[src/rtl/io_out_bridge.sv]
// io_out_bridge
//
// Output side of the CPU memory-mapped I/O ports. The CPU writes a byte on
// IOD and flips IOE[0] to request a write. The bridge queues the byte in a
// small FIFO, answers on IOB with an ack toggle and the FIFO status, and
// presents queued bytes to an external consumer over valid/ready.
//
// Ports
//   CLK        system clock, rising edge
//   RESET      asynchronous, active-low reset
//   IOD[7:0]   CPU data byte, held stable while a request is pending
//   IOE[7:0]   CPU control: [0] request toggle, [1] flush, [7:2] unused
//   IOB[7:0]   status: [0] ack toggle, [1] full, [2] empty, [7:3] count
//   OUT_DATA   byte at the FIFO head
//   OUT_VALID  FIFO non-empty
//   OUT_READY  consumer takes the head byte this cycle
//
// All outputs are decoded from registered state only; there is no
// input-to-output combinational path.

module io_out_bridge #(
    parameter int DEPTH  = 4,
    parameter int ADDR_W = 2
) (
    input  logic       CLK,
    input  logic       RESET,
    input  logic [7:0] IOD,
    input  logic [7:0] IOE,
    output logic [7:0] IOB,
    output logic [7:0] OUT_DATA,
    output logic       OUT_VALID,
    input  logic       OUT_READY
);

    localparam int CNT_W = ADDR_W + 1;
    localparam logic [CNT_W-1:0] DEPTH_C = CNT_W'(DEPTH);

    logic [7:0]        mem_q [DEPTH];
    logic [7:0]        mem_d [DEPTH];
    logic [ADDR_W-1:0] rd_ptr_q, rd_ptr_d;
    logic [ADDR_W-1:0] wr_ptr_q, wr_ptr_d;
    logic [CNT_W-1:0]  count_q, count_d;
    logic              ack_q, ack_d;

    logic req_pend;
    logic flush;
    logic pop;
    logic push;
    logic full;
    logic empty;
    logic [4:0] count_ext;
    logic unused_ioe;

    assign unused_ioe = &{1'b0, IOE[7:2]};

    assign full     = (count_q == DEPTH_C);
    assign empty    = (count_q == '0);
    assign req_pend = (IOE[0] != ack_q);
    assign flush    = IOE[1];
    assign pop      = !empty && OUT_READY && !flush;
    // A full FIFO still accepts a write when the head leaves in the same cycle.
    assign push     = req_pend && !flush && (!full || pop);

    always_comb begin
        mem_d    = mem_q;
        rd_ptr_d = rd_ptr_q;
        wr_ptr_d = wr_ptr_q;
        count_d  = count_q;
        ack_d    = ack_q;

        if (flush) begin
            // Storage is left as-is; only the bookkeeping is cleared.
            rd_ptr_d = '0;
            wr_ptr_d = '0;
            count_d  = '0;
        end else begin
            if (push) begin
                mem_d[wr_ptr_q] = IOD;
                wr_ptr_d        = wr_ptr_q + 1'b1;
                ack_d           = ~ack_q;
            end
            if (pop) begin
                rd_ptr_d = rd_ptr_q + 1'b1;
            end
            if (push && !pop) begin
                count_d = count_q + 1'b1;
            end else if (pop && !push) begin
                count_d = count_q - 1'b1;
            end
        end
    end

    always_ff @(posedge CLK or negedge RESET) begin
        if (!RESET) begin
            for (int i = 0; i < DEPTH; i++) begin
                mem_q[i] <= 8'h00;
            end
            rd_ptr_q <= '0;
            wr_ptr_q <= '0;
            count_q  <= '0;
            ack_q    <= 1'b0;
        end else begin
            mem_q    <= mem_d;
            rd_ptr_q <= rd_ptr_d;
            wr_ptr_q <= wr_ptr_d;
            count_q  <= count_d;
            ack_q    <= ack_d;
        end
    end

    assign count_ext = 5'(count_q);
    assign IOB       = {count_ext, empty, full, ack_q};
    assign OUT_DATA  = mem_q[rd_ptr_q];
    assign OUT_VALID = !empty;

endmodule

[config.mk]
export PLATFORM = sky130hd
export DESIGN_NAME = io_out_bridge
export DESIGN_NICKNAME = d
export VERILOG_FILES = /design/src/rtl/io_out_bridge.sv
export SDC_FILE = /design/constraint.sdc
export NUM_CORES = 1
export LEC_CHECK = 0
export ABC_CLOCK_PERIOD_IN_PS = 5260
export BUFFER_PORTS_ARGS = -buffer_cell sky130_fd_sc_hd__buf_2
export CAP_MARGIN = 5
export CORE_AREA = 2 2 86 88
export DETAILED_ROUTE_END_ITERATION = 7
export DIE_AREA = 0 0 88 90
export GPL_ROUTABILITY_DRIVEN = 0
export PLACE_DENSITY = 0.5
export SLEW_MARGIN = 20
export SYNTH_ARGS = -nofsm -noshare
export SYNTH_HDL_FRONTEND = slang
export SYNTH_SLANG_ARGS = --single-unit
export TNS_END_PERCENT = 5
[constraint.sdc]
create_clock -name CLK -period 5.26 [get_ports CLK]
set_clock_uncertainty 0.1 [all_clocks]
set_input_delay 1.315 -clock CLK [delete_from_list [all_inputs] [get_ports CLK]]
set_output_delay 1.315 -clock CLK [all_outputs]
set_load 0.03 [all_outputs]
==> flow_summary.ini, run 1 <==
[floorplan]
row_count = 31
die_h_microns = 90
die_x_microns = 88
initial_utilization_pct = 29.00
core_area_sq_mm = 0.007020
die-area_sq_mm = 0.007920
pin_count = 36

[critical_path]
end_kind = register
cp_num_buf_inv = 1
cp.required_ns = 5.39
startpoint_type = primary input
crit_family = compound AO/OA/AOI/OAI gates
worstPathMaxFanout = 8
worstPathCellList = buf_2, xnor2_1, a311oi_4, and2_1, fa_1, or3_1, a211oi_1, or3_1
crit_path_max_incr_delay_ns = 0.50
critPathKind = in2reg
crit_path_frequent_cell = or3_1
cpMaxStageDelayCell = a311oi_4
arrival_ns = 3.54

[clocking]
cts.clk_slew.worst_paths_ns = 0.07
cts_root_buffer = clkbuf_8
cts_resized = 0
htreeDepth = 2
clk_latency_ns = 0.28
clockBufferDepth = 2
cts_buffers = 5
cts_tree = done
cts.sinks = 40
cts_setup_buffers = 0
hold_buffers = 0

[routing]
avgRoutedWirePerCell_microns = 13.34
drt-initial-drc-count = 40
vias = 1203
ant_nets = 0
drtPass1Iterations = 4
wirelength_mm = 3.629
drc_errors = 0
routed_via_density = 4.423

[grt]
antenna_found_initial = 0
grt_max_degree = 41
grt_pass1_vias = 1189
grt_pass1_wl_mm = 5.961
grtUsageTotal_pct = 9.838
grt-ovfl-total = 0

[logic_synthesis]
netlist_instances = 152
ys_warn_count = 0
yosysSeqAreaShare_pct = 49.17
ys_seq_elements = 40
synth.distinct_cells = 31
synth_area_sq_mm = 0.002036
avgSynthCellArea_sq_um = 13.39

[sta]
drv_slew = 0
max_freq_mhz = 292.5
tns_ns = 0
fin_crit_sh_pct = 64.99
finalHoldViolations = 0
max_slew_margin_pct = 40.89
rsz0062_at_grt = false
min_period_ns = 3.418
max_slew.worst_pin.slew_ns = 0.8867
setup_violations = 0

[pwr]
powerDensity_mw_per_mm2 = 606.8
swShare_pct = 38.06
pwr-share-seq_pct = 37.1
p_total_uw = 1406
peakVddDrop_mv = 0.2473
clkPwrFrac_pct = 19.0
switchingPower_uw = 535.2
pwr-share-comb_pct = 43.9
p_leak_uw = 0.001036
internal_power_uw = 870.9

[placement]
dp_hpwl_mm = 2.467
placed_cells = 264
port_buffers = 27

[run_status]
status = completed

[final_layout]
layout-drive-gt1-share_pct = 43.35
nets = 196
n_antenna_cell = 0
fin_cells = 272
syn2layout_area_growth_pct = 13.83
fin_util_pct = 33.01

[run]
drv_cap = 0

[hold_path]
hp-class = reg2reg
## worst reg2reg max path, stage by stage, from the launching register on
cell and delay, ns:
dfrtp_1 0.44, xnor2_1 0.27, a311oi_4 0.50, and2_1 0.21, fa_1 0.45, or3_1 0.38
a211oi_1 0.22, or3_1 0.13
## power groups by stage
stage               sequential [uW]  clock, uW  combinational, uW
floorplan                       499          0                534
global route                    544        294                667
finish                          522        267                617
CTS                             526        280                624
detailed placement              532          0                623
global placement                530          0                617
## routing by layer
metal	vias to the layer above	track usage, %	wire length [microns]
met3	4	2.755	136
met4	0	2.308	25
li1	571	-	-
met1	602	13.63	1815
met2	26	15.21	1651
met5	-	0	0
## worst paths after layout
| path | from | to | slack, ns | cells after the start |
|---|---|---|---|---|
| setup / recovery | IOE[0] | count_q[1]$_DFFE_PN0P_ | 1.84 | 8 |
| hold / removal | mem_q[2]$_DFFE_PN0P_ | mem_q[2]$_DFFE_PN0P_ | 0.39 | 1 |
| setup reg to reg | ack_q$_DFFE_PN0P_ | count_q[1]$_DFFE_PN0P_ | 2.52 | 7 |
| hold reg to reg | mem_q[2]$_DFFE_PN0P_ | mem_q[2]$_DFFE_PN0P_ | 0.39 | 1 |
| max in group asynchronous | RESET | ack_q$_DFFE_PN0P_ | 3.45 | 1 |
| min in group asynchronous | RESET | mem_q[26]$_DFFE_PN0P_ | 1.05 | 1 |
## cells in the final DEF (no fill, tap or decap), types with 2 or more instances in the layout
cell type and count:
dfrtp_1 40, mux2_2 31, buf_2 27, mux4_2 8, clkbuf_8 7, inv_1 6, nor2_1 6, and2_1 6
or3_1 4, nand2_1 4, xor2_1 4, nand3_1 4, ha_1 4, nor3_1 3, o21ai_0 3, xnor2_1 2
a21oi_1 2, conb_1 2
## cells in the mapped netlist
| cell | count | area share [%] |
|---|---|---|
| a2111oi_0 | 1 | 0.43 |
| a211oi_1 | 1 | 0.37 |
| a21oi_1 | 2 | 0.49 |
| a311oi_4 | 1 | 1.3 |
| and2_1 | 6 | 1.8 |
| and4b_1 | 1 | 0.49 |
| buf_1 | 1 | 0.18 |
| buf_2 | 1 | 0.25 |
| buf_4 | 5 | 1.8 |
| buf_6 | 4 | 2.2 |
| clkbuf_1 | 3 | 0.55 |
| clkbuf_2 | 1 | 0.25 |
| conb_1 | 1 | 0.18 |
| dfrtp_1 | 40 | 49 |
| fa_1 | 1 | 0.98 |
| ha_1 | 4 | 2.5 |
| inv_1 | 6 | 1.1 |
| mux2_1 | 1 | 0.55 |
| mux2_2 | 31 | 17 |
| mux2i_1 | 1 | 0.49 |
| mux4_2 | 8 | 8.9 |
| nand2_1 | 4 | 0.74 |
| nand3_1 | 4 | 0.98 |
| nor2_1 | 6 | 1.1 |
| nor3_1 | 3 | 0.74 |
| nor4_1 | 1 | 0.31 |
| o21ai_0 | 3 | 0.74 |
| o31a_1 | 1 | 0.43 |
| or3_1 | 4 | 1.2 |
| xnor2_1 | 2 | 0.86 |
| xor2_1 | 4 | 1.7 |
## final cells by class
| type | instances | area [sq um] |
|---|---|---|
| multi-input combinational | 92 | 908.4 |
| tap | 99 | 123.9 |
| clock buffer | 7 | 96.34 |
| inverter | 6 | 22.52 |
| clock inverter | 1 | 30.03 |
| timing repair buffer | 27 | 135.1 |
| sequential | 40 | 1001 |
| fill | 719 | 4703 |
## state kept, by name, summed over array words and instances, names as in the netlist
register  count
ack_q         1
count_q       3
mem_q        32
rd_ptr_q      2
wr_ptr_q      2
## metrics by stage
step	instance area (sq um)	setup WS, ns	hold WS [ns]
5_1_grt	2317	1.680	0.4191
3_3_place_gp	2191	1.532	0.3692
3_5_place_dp	2191	1.514	0.3772
6_report	2317	1.842	0.3902
2_1_floorplan	2039	1.715	0.3526
4_1_cts	2317	1.824	0.3960
## kinds of logic after synthesis
| logic type | synth area share, % |
|---|---|
| mux | 27.04 |
| flops | 49.17 |
| simple gates | 7.437 |
| buf+inv | 6.391 |
| compound gates | 3.750 |
| xor+xnor | 2.581 |
| fa+ha+maj | 3.442 |
| other cells | 0.1842 |
No activity file was read; power rests on OpenSTA's default activity.
==> run 2, diff against run 1 <==
--- a/config.mk
+++ b/config.mk
@@ -5,7 +5,7 @@
 export SDC_FILE = /design/constraint.sdc
 export NUM_CORES = 1
 export LEC_CHECK = 0
-export ABC_CLOCK_PERIOD_IN_PS = 5260
+export ABC_CLOCK_PERIOD_IN_PS = 3300
 export BUFFER_PORTS_ARGS = -buffer_cell sky130_fd_sc_hd__buf_2
 export CAP_MARGIN = 5
 export CORE_AREA = 2 2 86 88
==> constraint.sdc (replaced) <==
create_clock -name CLK -period 3.3 [get_ports CLK]
set_clock_uncertainty 0.1 [all_clocks]
set_input_delay 0.825 -clock CLK [delete_from_list [all_inputs] [get_ports CLK]]
set_output_delay 0.825 -clock CLK [all_outputs]
set_load 0.03 [all_outputs]
==> flow_summary.ini, run 2 (synthesis gave the netlist of run 1 again) <==
[floorplan]
initial_utilization_pct = 29.00
row_count = 31
pin_count = 36
die_h_microns = 90
die-area_sq_mm = 0.007920
core_area_sq_mm = 0.007020
die_x_microns = 88

[hold_path]
hold_path_depth = 1
min_to = mem_q[2]$_DFFE_PN0P_
hp-class = reg2reg
hp-start = mem_q[2]$_DFFE_PN0P_

[placement]
dp_hpwl_mm = 2.391
dp_slack_ns = 0.3022
port_buffers = 27
postPlaceCellArea_sq_mm = 0.002206
placed_cells = 266

[critical_path]
rr_worst_depth = 7
worstPathMaxFanout = 10
end_kind = output pin
arrival_ns = 1.83
reg2reg_slack_ns = 0.79
rr_startpoint = count_q[1]$_DFFE_PN0P_
critPathKind = reg2out
startpoint_type = register
cp.required_ns = 2.37
rr_endpoint = count_q[1]$_DFFE_PN0P_

[clocking]
cts_tree = done
hold_buffers = 0
cts_root_buffer = clkbuf_8
cts_buffers = 5
htreeDepth = 2
cts_resized = 0
clk_latency_ns = 0.28
cts.clk_slew.worst_paths_ns = 0.07
cts_setup_buffers = 0
cts.sinks = 40
clockBufferDepth = 2

[routing]
drc_errors = 0
ant_nets = 0
avgRoutedWirePerCell_microns = 12.85
drtPass1Iterations = 4
vias = 1204
routed_via_density = 4.410
drt-initial-drc-count = 37
wirelength_mm = 3.509

[sta]
timing.final.ws_setup_ns = 0.5418
fin_crit_sh_pct = 83.58
max_freq_mhz = 362.6
min_period_ns = 2.758
max_slew_margin_pct = 41.55
drv_slew = 0
finalHoldViolations = 0
tns_ns = 0
rsz0062_at_grt = false
max_slew.worst_pin.slew_ns = 0.8767
setup_violations = 0

[final_layout]
layout-drive-gt1-share_pct = 43.10
layout_common_cells = dfrtp_1, mux2_2, buf_2
regArea_sq_mm = 0.001001
nets = 198
largest_reg_flops = 32
largest_register = mem_q
fin_cells = 273
fill_cells = 709
syn2layout_area_growth_pct = 12.17
n_antenna_cell = 0
fin_area_sq_mm = 0.002283
multi_input_area_sq_um = 908.4
largestRegisters = mem_q (32), count_q (3)
final_common_cell = dfrtp_1

[run]
drv_cap = 0

[pwr]
pwr-share-comb_pct = 46.8
p_leak_uw = 0.001022
swShare_pct = 39.77
p_total_uw = 2123
pwr-share-seq_pct = 39.2
powerDensity_mw_per_mm2 = 929.7
internal_power_uw = 1279
switchingPower_uw = 844.4
peakVddDrop_mv = 0.4382
clkPwrFrac_pct = 14.0

[grt]
grt_pass1_wl_mm = 5.871
grtUsageTotal_pct = 9.562
grt_max_degree = 41
grt_pass1_vias = 1223
antenna_found_initial = 0
grt-ovfl-total = 0

[run_status]
status = completed
==> run 2: power groups by stage <==
stage	clock network, uW	registers [uW]	logic [uW]
floorplan	0	796	851
global placement	0	845	999
detailed placement	0	846	1010
CTS	312	836	1010
global route	332	868	1080
finish	297	832	994
==> run 2: final cells by class <==
cell class	count	share of cell area, %
inverters	6	0.9863
flip-flops and latches	40	43.84
repair buffers	29	6.575
clock inverters	1	0.2192
clock buffers	6	3.178
well taps	99	5.425
multi-input cells	92	39.78
==> run 2: how the worst max path moves through the flow <==
stage	endpoint	cells past startpoint	slack, ns	start
finish	OUT_DATA[6]	2	0.54	rd_ptr_q[0]$_DFFE_PN0P_
global placement	count_q[1]$_DFFE_PN0P_	9	0.33	IOE[0]
CTS	OUT_DATA[6]	2	0.50	rd_ptr_q[0]$_DFFE_PN0P_
floorplan	count_q[1]$_DFFE_PN0P_	8	0.25	OUT_READY
global route	OUT_DATA[6]	2	0.41	rd_ptr_q[0]$_DFFE_PN0P_
detailed placement	count_q[1]$_DFFE_PN0P_	9	0.30	IOE[0]
==> run 2: stage by stage <==
step	util, %	hold slack, ns
5_1_grt	32.53	0.4228
3_3_place_gp	31.42	0.3691
3_5_place_dp	31.42	0.3776
6_report	32.53	0.3888
2_1_floorplan	-	0.3526
4_1_cts	32.53	0.3950
==> run 2: critical path, cell delays in order, from the launching register on <==
cell and delay, ns:
dfrtp_1 0.76, mux4_2 0.60, buf_2 0.20
==> run 2: metal layers <==
metal / wire [microns] / global-route usage, %
met3: 183 / 2.755
met1: 1673 / 13.80
met4: 29 / 2.692
met5: 0 / 0
met2: 1622 / 13.95
==> run 3, diff against run 2 <==
--- a/config.mk
+++ b/config.mk
@@ -5,14 +5,14 @@
 export SDC_FILE = /design/constraint.sdc
 export NUM_CORES = 1
 export LEC_CHECK = 0
-export ABC_CLOCK_PERIOD_IN_PS = 3300
+export ABC_CLOCK_PERIOD_IN_PS = 2500
 export BUFFER_PORTS_ARGS = -buffer_cell sky130_fd_sc_hd__buf_2
 export CAP_MARGIN = 5
 export CORE_AREA = 2 2 86 88
 export DETAILED_ROUTE_END_ITERATION = 7
 export DIE_AREA = 0 0 88 90
 export GPL_ROUTABILITY_DRIVEN = 0
-export PLACE_DENSITY = 0.5
+export PLACE_DENSITY = 0.52
 export SLEW_MARGIN = 20
 export SYNTH_ARGS = -nofsm -noshare
 export SYNTH_HDL_FRONTEND = slang
==> constraint.sdc (replaced) <==
create_clock -name CLK -period 2.5 [get_ports CLK]
set_clock_uncertainty 0.1 [all_clocks]
set_input_delay 0.625 -clock CLK [delete_from_list [all_inputs] [get_ports CLK]]
set_output_delay 0.625 -clock CLK [all_outputs]
set_load 0.03 [all_outputs]
==> flow_summary.ini, run 3 (synthesis gave the netlist of run 1 again) <==
[pwr]
peakVddDrop_mv = 0.5582
p_leak_uw = 0.001153
powerDensity_mw_per_mm2 = 1258

[critical_path]
arrival_ns = 2.49
rr_startpoint = count_q[1]$_DFFE_PN0P_
rr_endpoint = count_q[1]$_DFFE_PN0P_
crit_path_max_incr_delay_ns = 0.48
crit_path_frequent_cell = or3_1
worstPathCellList = nor2_1, a311oi_4, and2_4, fa_1, or3_1, a211oi_1, or3_1
startpoint_type = register
cpMaxStageDelayCell = fa_1
worstPathMaxFanout = 7
critPathKind = reg2reg
end_kind = register
rr_worst_depth = 7
cp.required_ns = 2.63
critPathLaunch = count_q[1]$_DFFE_PN0P_
timing.critical_path.to = count_q[1]$_DFFE_PN0P_
reg2reg_slack_ns = 0.13

[final_layout]
n_antenna_cell = 0
largest_register = mem_q
syn2layout_area_growth_pct = 25.14
largest_reg_flops = 32
fin_util_pct = 36.29
nets = 216
layout_common_cells = dfrtp_1, mux2_2, buf_2
regArea_sq_mm = 0.001002
fin_cells = 291
fill_cells = 699
largestRegisters = mem_q (32), count_q (3)
layout-drive-gt1-share_pct = 51.04
multi_input_area_sq_um = 929.6
fin_area_sq_mm = 0.002547
final_common_cell = dfrtp_1

[clocking]
cts.clk_slew.worst_paths_ns = 0.08
clk_latency_ns = 0.28
clockBufferDepth = 2
htreeDepth = 2
cts_resized = 0
cts_buffers = 5
cts_tree = done
cts.sinks = 40
cts_root_buffer = clkbuf_8
cts_setup_buffers = 0
hold_buffers = 0

[routing]
avgRoutedWirePerCell_microns = 12.95
drtPass1Iterations = 4
drc_errors = 0
routed_via_density = 4.385
ant_nets = 0
drt-initial-drc-count = 40
wirelength_mm = 3.769
vias = 1276

[run_status]
status = completed

[placement]
postPlaceCellArea_sq_mm = 0.002419
port_buffers = 27
dp_hpwl_mm = 2.683
dp_slack_ns = -0.1197
placed_cells = 284

[sta]
setup_violations = 0
finalHoldViolations = 0
min_period_ns = 2.365
max_freq_mhz = 422.8
timing.final.ws_setup_ns = 0.1349
drv_slew = 0
rsz0062_at_grt = false
fin_crit_sh_pct = 94.60
tns_ns = 0

[grt]
grtUsageTotal_pct = 10.63
grt.met3_usage_pct = 2.755
grt_pass1_vias = 1283
use_met1_pct = 14.22
met2_usage_pct = 16.48
grt_max_degree = 21
grt_pass1_wl_mm = 6.382
grt-busiest-layer = met2
grt-ovfl-total = 0
antenna_found_initial = 0

[floorplan]
die-area_sq_mm = 0.007920
row_count = 31
initial_utilization_pct = 29.00
die_x_microns = 88
pin_count = 36
die_h_microns = 90
core_area_sq_mm = 0.007020

[run]
drv_cap = 0

[hold_path]
hp-class = in2async
==> run 3: cell types whose count changed in the layout (fill, tap and decap cells not counted), sizes merged <==
cell,previous run,this run
clkinv,1,0
bufinv,0,2
buf,29,47
clkbuf,6,5
==> run 3: power by group <==
group          leakage [uW]  internal, uW  total [uW]  switching [uW]
Sequential         0.000513           898        1060             162
Combinational      0.000575           747        1540             791
Clock             0.0000642           393         606             213
Total               0.00115          2040        3200            1170
==> run 3: layout make-up <==
class | count | area share, %
Clock inverter | 2 | 2.358
Multi-Input combinational cell | 92 | 36.49
Tap cell | 99 | 4.862
Clock buffer | 5 | 2.701
Sequential cell | 40 | 39.34
Inverter | 6 | 1.081
Timing Repair Buffer | 47 | 13.16
==> run 3: worst min path at each step <==
stage	end	slack, ns	start
after floorplan	ack_q$_DFFE_PN0P_	0.23	RESET
after global placement	mem_q[2]$_DFFE_PN0P_	0.37	mem_q[2]$_DFFE_PN0P_
after detailed placement	mem_q[2]$_DFFE_PN0P_	0.38	mem_q[2]$_DFFE_PN0P_
after CTS	mem_q[16]$_DFFE_PN0P_	0.18	RESET
after global routing	mem_q[16]$_DFFE_PN0P_	0.20	RESET
final	mem_q[16]$_DFFE_PN0P_	0.17	RESET
==> run 3: per-layer routing <==
layer / vias to the layer above / part of all wire, %
li1: 606 / -
met2: 25 / 45
met1: 640 / 50
met5: - / 0
met3: 5 / 3.9
met4: 0 / 1.1
==> run 3: stage by stage <==
stage                     hold slack [ns]  total power [uW]
after global routing               0.2013              3432
after CTS                          0.1802              3251
final                              0.1731              3204
after detailed placement           0.3821              2634
after global placement             0.3728              2619
after floorplan                    0.2294              2217
==> run 3: worst max-delay path, delay by kind of cell (launching register included) <==
| family | cells | cell delay (ns) |
|---|---|---|
| AO/OA/AOI/OAI | 2 | 0.34 |
| adder cells (fa/ha/maj) | 1 | 0.48 |
| flip-flops | 1 | 0.46 |
| AND/OR/NAND/NOR | 4 | 0.93 |
